**src/rtl/udp_oe_tx_sched.sv**
```systemverilog
// Packet-atomic TX scheduler sharing the MAC stream between the UDP and ARP reply builders.
// Define UDP_OE_TX_SCHED_WATCHDOG_EN to enable the ARP first-beat watchdog.
module udp_oe_tx_sched #(
  parameter int unsigned DATA_W       = 64,
  parameter int unsigned ARP_PEND_MAX = 4,
  parameter int unsigned ARP_BURST    = 2,
  parameter int unsigned ARP_TIMEOUT  = 255
) (
  input  logic                clk,
  input  logic                rst_n,
  input  logic                arp_trigger,
  output logic                arp_start,
  input  logic                arp_tvalid,
  input  logic                arp_tlast,
  input  logic [DATA_W-1:0]   arp_tdata,
  input  logic [DATA_W/8-1:0] arp_tkeep,
  output logic                arp_tready,
  input  logic                udp_tvalid,
  input  logic                udp_tlast,
  input  logic [DATA_W-1:0]   udp_tdata,
  input  logic [DATA_W/8-1:0] udp_tkeep,
  output logic                udp_tready,
  output logic                tx_tvalid,
  output logic                tx_tlast,
  output logic [DATA_W-1:0]   tx_tdata,
  output logic [DATA_W/8-1:0] tx_tkeep,
  input  logic                tx_tready,
  output logic [3:0]          arp_pending,
  output logic [15:0]         arp_drop_cnt,
  output logic [15:0]         arp_timeout_cnt,
  output logic [1:0]          sm_state
);

  localparam int unsigned BurstW = (ARP_BURST > 0) ? $clog2(ARP_BURST + 1) : 1;

  typedef enum logic [1:0] {
    StIdle     = 2'd0,
    StArpStart = 2'd1,
    StArpXfer  = 2'd2,
    StUdpXfer  = 2'd3
  } state_e;

  state_e            state_q, state_d;
  logic [3:0]        pend_q, pend_d;
  logic [BurstW-1:0] burst_q, burst_d;
  logic [15:0]       drop_q, drop_d;
  logic              tx_fire;
  logic              wd_timeout;

  assign tx_fire = tx_tvalid & tx_tready;

`ifdef UDP_OE_TX_SCHED_WATCHDOG_EN
  localparam int unsigned WdW = (ARP_TIMEOUT > 1) ? $clog2(ARP_TIMEOUT + 1) : 1;

  logic [WdW-1:0] wd_cnt_q, wd_cnt_d;
  logic           wd_armed_q, wd_armed_d;
  logic [15:0]    tmo_q, tmo_d;

  // Armed from ARP_START until the first accepted ARP beat.
  always_comb begin
    wd_cnt_d   = wd_cnt_q;
    wd_armed_d = wd_armed_q;
    tmo_d      = tmo_q;
    wd_timeout = 1'b0;
    if (state_q == StArpStart) begin
      wd_cnt_d   = '0;
      wd_armed_d = 1'b1;
    end else if (state_q == StArpXfer && wd_armed_q) begin
      if (tx_fire) begin
        wd_armed_d = 1'b0;
      end else if (wd_cnt_q == WdW'(ARP_TIMEOUT - 1)) begin
        wd_timeout = 1'b1;
        wd_armed_d = 1'b0;
        tmo_d      = tmo_q + 16'd1;
      end else begin
        wd_cnt_d = wd_cnt_q + WdW'(1);
      end
    end
  end

  always_ff @(posedge clk) begin
    if (!rst_n) begin
      wd_cnt_q   <= '0;
      wd_armed_q <= 1'b0;
      tmo_q      <= '0;
    end else begin
      wd_cnt_q   <= wd_cnt_d;
      wd_armed_q <= wd_armed_d;
      tmo_q      <= tmo_d;
    end
  end

  assign arp_timeout_cnt = tmo_q;
`else
  logic unused_timeout;
  assign unused_timeout  = ^ARP_TIMEOUT;
  assign wd_timeout      = 1'b0;
  assign arp_timeout_cnt = 16'h0000;
`endif

  always_comb begin
    state_d = state_q;
    burst_d = burst_q;
    unique case (state_q)
      StIdle: begin
        if (pend_q != 4'd0 && (burst_q < BurstW'(ARP_BURST) || !udp_tvalid)) begin
          state_d = StArpStart;
        end else if (udp_tvalid) begin
          state_d = StUdpXfer;
          burst_d = '0;
        end
      end
      StArpStart: begin
        state_d = StArpXfer;
        if (burst_q < BurstW'(ARP_BURST)) burst_d = burst_q + BurstW'(1);
      end
      StArpXfer: begin
        if ((tx_fire && tx_tlast) || wd_timeout) state_d = StIdle;
      end
      StUdpXfer: begin
        if (tx_fire && tx_tlast) state_d = StIdle;
      end
      default: state_d = StIdle;
    endcase
  end

  // A full queue drops the trigger unless a request is consumed the same cycle.
  always_comb begin
    pend_d = pend_q;
    drop_d = drop_q;
    if (arp_trigger && state_q != StArpStart) begin
      if (pend_q == 4'(ARP_PEND_MAX)) drop_d = drop_q + 16'd1;
      else                            pend_d = pend_q + 4'd1;
    end else if (!arp_trigger && state_q == StArpStart) begin
      pend_d = pend_q - 4'd1;
    end
  end

  always_comb begin
    tx_tvalid  = 1'b0;
    tx_tlast   = 1'b0;
    tx_tdata   = '0;
    tx_tkeep   = '0;
    arp_tready = 1'b0;
    udp_tready = 1'b0;
    unique case (state_q)
      StArpXfer: begin
        tx_tvalid  = arp_tvalid;
        tx_tlast   = arp_tlast;
        tx_tdata   = arp_tdata;
        tx_tkeep   = arp_tkeep;
        arp_tready = tx_tready;
      end
      StUdpXfer: begin
        tx_tvalid  = udp_tvalid;
        tx_tlast   = udp_tlast;
        tx_tdata   = udp_tdata;
        tx_tkeep   = udp_tkeep;
        udp_tready = tx_tready;
      end
      default: ;
    endcase
  end

  always_ff @(posedge clk) begin
    if (!rst_n) begin
      state_q <= StIdle;
      pend_q  <= '0;
      burst_q <= '0;
      drop_q  <= '0;
    end else begin
      state_q <= state_d;
      pend_q  <= pend_d;
      burst_q <= burst_d;
      drop_q  <= drop_d;
    end
  end

  assign arp_start    = (state_q == StArpStart);
  assign arp_pending  = pend_q;
  assign arp_drop_cnt = drop_q;
  assign sm_state     = state_q;

endmodule

```
**config.mk**
```make
export PLATFORM = sky130hd
export DESIGN_NAME = udp_oe_tx_sched
export DESIGN_NICKNAME = d
export VERILOG_FILES = /design/src/rtl/udp_oe_tx_sched.sv
export SDC_FILE = /design/constraint.sdc
export NUM_CORES = 1
export LEC_CHECK = 0
export ABC_AREA = 1
export ABC_CLOCK_PERIOD_IN_PS = 2000
export CORE_AREA = 2 2 102 104
export CTS_BUF_LIST = sky130_fd_sc_hd__clkbuf_16
export CTS_CLUSTER_SIZE = 10
export DETAILED_ROUTE_END_ITERATION = 6
export DIE_AREA = 0 0 104 106
export PLACE_DENSITY = 0.84
export REMOVE_ABC_BUFFERS = 1
export SLEW_MARGIN = 10
export SYNTH_ARGS = -nofsm -noshare
export SYNTH_HDL_FRONTEND = slang
export SYNTH_SLANG_ARGS = --single-unit
export TNS_END_PERCENT = 10
```
**constraint.sdc**
```tcl
create_clock -name clk -period 2 [get_ports clk]
set_input_delay 0.2 -clock clk [delete_from_list [all_inputs] [get_ports clk]]
set_output_delay 0.2 -clock clk [all_outputs]
set_load 0.02 [all_outputs]
```
Word level (Yosys, flattened, before mapping)
Cells that the tools add are included.
Cells by class
  reductions and logical operators: 16
  eq/ne operators: 11
  bitwise gates (word level): 1
  order comparisons: 1
  add/subtract/negate cells: 4
  mux-type cells: 17
Operator list (count)
  64-bit one-hot mux with 2 select lines: 1
  16-bit by 1-bit adder with 16-bit output, second input constant: 1
  8-bit one-hot mux with 2 select lines: 1
  2-bit 2-to-1 mux: 6
  4-bit 2-to-1 mux: 3
  2-bit by 1-bit != test with 1-bit output, second input constant: 3
  2-bit != test, second input constant: 3
  2-bit one-hot mux with 3 select lines: 1
  2-bit AND reduction: 3
  4-bit by 1-bit adder with 4-bit output, second input constant: 1
  2-bit == test, second input constant: 2
  4-bit by 3-bit == test with 1-bit output, second input constant: 1
  1-bit logical AND: 4
  1-bit one-hot mux with 2 select lines: 2
  2-bit one-hot mux with 2 select lines: 1
  4-bit AND reduction: 1
  2-bit nonzero test: 2
  4-bit nonzero test: 1
  4-bit by 1-bit subtractor with 4-bit output, second input constant: 1
  3-bit != test, second input constant: 1
  2-bit by 1-bit adder with 2-bit output, second input constant: 1
  2-bit by 1-bit == test with 1-bit output, second input constant: 1
  1-bit zero test: 2
  2-bit zero test: 1
  5 further kinds: 6
Word-level totals
  flip-flop bits (word level): 24
  word-level logic and storage cells: 54

Logic depth before layout (Yosys ltp)
  word-level depth: 6
  gate-level depth with buffers: 11
  mapped depth without buffers: 10

Worst setup path after synthesis
OpenSTA, ideal clock, no wires.
  path kind: flip-flop to flip-flop
  start: reg state_q[0] (netlist: sm_state[0])
  end: reg pend_q[3] (netlist: arp_pending[3])
  path slack: 0.317 ns
  cell stages (with the launch flop): 9
  data arrival time: 1.568 ns
  clock period less this slack: 1.683 ns
  required time: 1.885 ns
  cell sequence: dfxtp_1 -> buf_2 -> nand2_8 -> nand2_4 -> ha_1 -> a21oi_1 -> nand3_1 -> a21oi_1 -> nor2_1
Between the ends
  longest elaborated chain between the ends: 4
  elaborated cells between the ends (all ways): 8
  those cells by class: eq/ne (3); mux (1); reduce/logical (4)
RTL lines
  from (decl): line 43  | state_e state_q, state_d;
  from (signal assigned): line 167  | state_q <= StIdle;
  from (signal assigned): line 172  | state_q <= state_d;
  2-bit by 1-bit != test with 1-bit output / 2-bit by 1-bit == test with 1-bit output (equally long branches): line 131, 134
  1-bit logical AND, on equally long branches: line 131, 134
  2-bit != test (no source line) / 2-bit nonzero test (equally long branches)
  2-bit AND reduction (no source line)
  to (signal assigned): line 173  | pend_q <= pend_d;
  to (decl): line 44  | logic [3:0] pend_q, pend_d;
Several ways; a longest one is shown, not always the timed one.
A chain may end at the register's enable or synchronous reset.

Worst setup path in the final report
  start: reg state_q[0] (netlist: sm_state[0])
  end: out tx_tkeep[6]
Between the ends
  longest elaborated chain between the ends: 2
  elaborated cells between the ends (all ways): 3
  those cells by class: eq/ne (2); mux (1)
RTL lines
  2-bit == test: line 146  | unique case (state_q)
  8-bit one-hot mux with 2 select lines *: line 146
  to (decl): line 26  | output logic [DATA_W/8-1:0] tx_tkeep,
Every way passes the cells marked *; elsewhere a longest branch is shown, timed or not.

==> flow_summary.toml <==
[timing]
layout_setup_ws_ps = 39.2
clock_skew_ps = 2.36
slew_viol_final = 0
setup_viol = 0
worst_slew_pin_slew_ps = 592
fin_crit_sh = 0.980
grt_setup_unrepaired = "yes"
relSlewSlack = 0.602
fmax_mhz = 510
finalHoldViolations = 0
period_needed_ps = 1960

[clocking]
clk_pin_slew_ps = 60
cts_tree = "yes"
post_cts.repair.setup_buffers = 0
clk_latency_ps = 250
cts-buffers-inserted = 3
cts.path.max_buffers = 2
clkSinkCount = 24
htree_levels = 1
cts_root_buffer = "clkbuf_16"

[job]
drv_cap = 0

[setup_path]
crit_path_start = "sm_state[0]$_SDFFE_PN0P_"
crit_arrival_ps = 1760
worstPathCellList = "buf_12 -> nand3_1 -> nand2_1 -> clkdlybuf4s50_1"
cp_slowest_stage_delay_ps = 620
crit_required_ps = 1800
cp-end-kind = "output port"
critical_path_class = "register to output port"
cp_max_fo = 44
worst_setup_path_start_kind = "register"
cp.buffers_inverters = 2
crit_slowest_cell = "clkdlybuf4s50_1"
r2r-start = "sm_state[0]$_SDFFE_PN0P_"
cp_top_family = "buffers and inverters"

[synth]
synth_compound_area_frac = 0.0618
syn_area_mm2 = 0.00261
synth-simple-area-share = 0.572
synthAdderAreaFrac = 0.0220
yosysSeqAreaShare = 0.184
yosys_warnings = 0
ys_ff_latch = 24
synthMuxAreaShare = 0
synth.distinct_cells = 32
avgSynthCellArea_um2 = 5.71
synth_xor_area_frac = 0.0134
syn_inst = 457
synth_top_family_by_area = "simple AND/OR/NAND/NOR gates"

[grt]
overflow = 0
track_usage = 0.210
grt_pass1_wl_um = 19200
antenna_found_initial = 1
grt_pass1_vias = 3774
grt_max_degree = 52

[cells_and_area]
diodes = 0
n_fill_cell = 957
final_nets = 843
area_growth_pct = 104
fin_cells = 822
drive_gt1_frac = 0.0496

[routing]
drt-initial-drc-count = 252
wl_per_cell_um = 15.6
via_per_inst = 4.94
drtPass1Iterations = 5
ant_nets = 0
finalWirelength_um = 12800
drc = 0
vias = 4064

[floorplan]
rows = 37
pin_count = 267
core_mm2 = 0.0100
dieArea_mm2 = 0.0110
dieWidth_um = 104
die_h_um = 106
start_util = 0.261

[run_status]
status = "completed"

[worst_hold_path]
hp-class = "register to register"
min_from = "arp_drop_cnt[4]$_SDFFE_PN0P_"

[pwr]
switchingPower_mw = 2.78
total_power_mw = 5.40
p_clk_frac = 0.081
power.static_leakage_nw = 2.62
internal_power_mw = 2.62
powerDensity_mw_per_mm2 = 1010
vdd_drop_max_mv = 0.473
swShare = 0.514
pwr-share-seq = 0.127
combPwrFrac = 0.792

[place]
pre_cts_ws_ps = 136
io_buffers = 250
place.gp.congestion = 0.915
place_inst = 816
hpwl_um = 10000
logic make-up (layout without fill, tap and decap cells):
group	Yosys count	in the layout
flops	24	24
other cells	1	16
xor+xnor	4	4
simple gates	318	318
fa+ha+maj	4	4
buf+inv	75	289
compound gates	31	31
stage by stage:
stage                     instance area, um^2  TNS (ps)  hold WS [ps]  utilization
after global routing                     5330     -24.2           489        0.533
final                                    5330         0           472        0.533
after floorplan                          2380   -160050           320            -
after global placement                   5190         0           447        0.519
after CTS                                5280     -14.2           473        0.528
after detailed placement                 5190         0           461        0.519
cell type report:
class / instances / area, um^2 / area share
timing repair buffer: 262 / 2700 / 0.506
tap: 136 / 170 / 0.0319
inverter: 23 / 93.8 / 0.0176
clock inverter: 1 / 3.75 / 0.000704
sequential: 24 / 485 / 0.0910
multi-input combinational: 373 / 1810 / 0.339
clock buffer: 3 / 75.1 / 0.0141
path summary, 6_finish.rpt:
kind | end | slack, ps | cells past startpoint
hold reg to reg | arp_drop_cnt[4]$_SDFFE_PN0P_ | 470 | 2
setup / recovery | tx_tkeep[6] | 40 | 4
setup reg to reg | arp_pending[3]$_SDFFE_PN0P_ | 150 | 8
hold / removal | arp_drop_cnt[4]$_SDFFE_PN0P_ | 470 | 2
sequential cells by signal, indices dropped and copies added, names as in the netlist:
signal	flops
arp_drop_cnt	16
arp_pending	4
burst_q	2
sm_state	2
synthesized netlist by cell type:
cell | instances | area [um^2]
nand3_1 | 164 | 821
nand2_1 | 107 | 402
nor2_1 | 26 | 97.6
dfxtp_1 | 24 | 480
buf_2 | 20 | 100
inv_1 | 19 | 71.3
a21oi_1 | 17 | 85.1
buf_4 | 16 | 120
buf_1 | 11 | 41.3
o21ai_0 | 11 | 55.1
clkbuf_1 | 4 | 15.0
nand4_1 | 4 | 25.0
nor3_1 | 4 | 20.0
ha_1 | 3 | 37.5
nor2_2 | 3 | 18.8
xor2_1 | 3 | 26.3
a31oi_1 | 2 | 12.5
inv_2 | 2 | 7.51
inv_4 | 2 | 12.5
nand2_2 | 2 | 12.5
nand2_4 | 2 | 22.5
a21oi_2 | 1 | 8.76
buf_6 | 1 | 11.3
conb_1 | 1 | 3.75
fa_1 | 1 | 20.0
nand2_8 | 1 | 20.0
nand3_2 | 1 | 10.0
nand3b_1 | 1 | 7.51
nor2_4 | 1 | 11.3
nor2_8 | 1 | 20.0
or2_1 | 1 | 6.26
xnor2_1 | 1 | 8.76
power groups by stage:
| stage | clock network [mW] | logic [mW] | registers [mW] |
|---|---|---|---|
| after floorplan | 0 | 1.75 | 1.07 |
| after global placement | 0 | 4.23 | 0.664 |
| after detailed placement | 0 | 4.31 | 0.671 |
| after CTS | 0.441 | 4.24 | 0.676 |
| after global routing | 0.453 | 4.59 | 0.697 |
| final | 0.437 | 4.28 | 0.685 |
what timing repair did:
action	CTS	global route
endpoints found under the hold margin	0	0
endpoints found under the setup margin	27	33
pin swaps	0	0
gates cloned	1	1
gates resized for setup	38	13
hold buffers	0	0
cell usage in the layout (no fill, tap or decap), types with 4 or more instances in the layout:
cell type,synthesis,routed
nand3_1,164,164
nor3_1,4,4
conb_1,1,16
inv_1,19,19
clkbuf_16,0,4
dlygate4sd2_1,0,35
clkdlybuf4s50_1,0,203
o21ai_0,11,11
nand2_1,107,107
dfxtp_1,24,22
buf_4,16,4
a21oi_1,17,17
nand4_1,4,4
buf_12,0,4
nor2_1,26,26
dlymetal6s2s_1,0,11
metal layers:
layer	routed length, um	vias up	track usage
li1	-	1957	-
met1	4970	1878	0.241
met2	6490	201	0.390
met3	1100	26	0.0582
met4	231	2	0.0444
met5	16	-	0
worst register-to-register path, cell delays in order, from the launching register on:
cell	delay, ps
dfxtp_2	410
buf_12	240
nand2_8	100
nand2_4	110
ha_1	280
a21oi_1	210
nand3_1	130
a21oi_1	190
nor2_1	70
No activity file was read; power rests on OpenSTA's default activity.
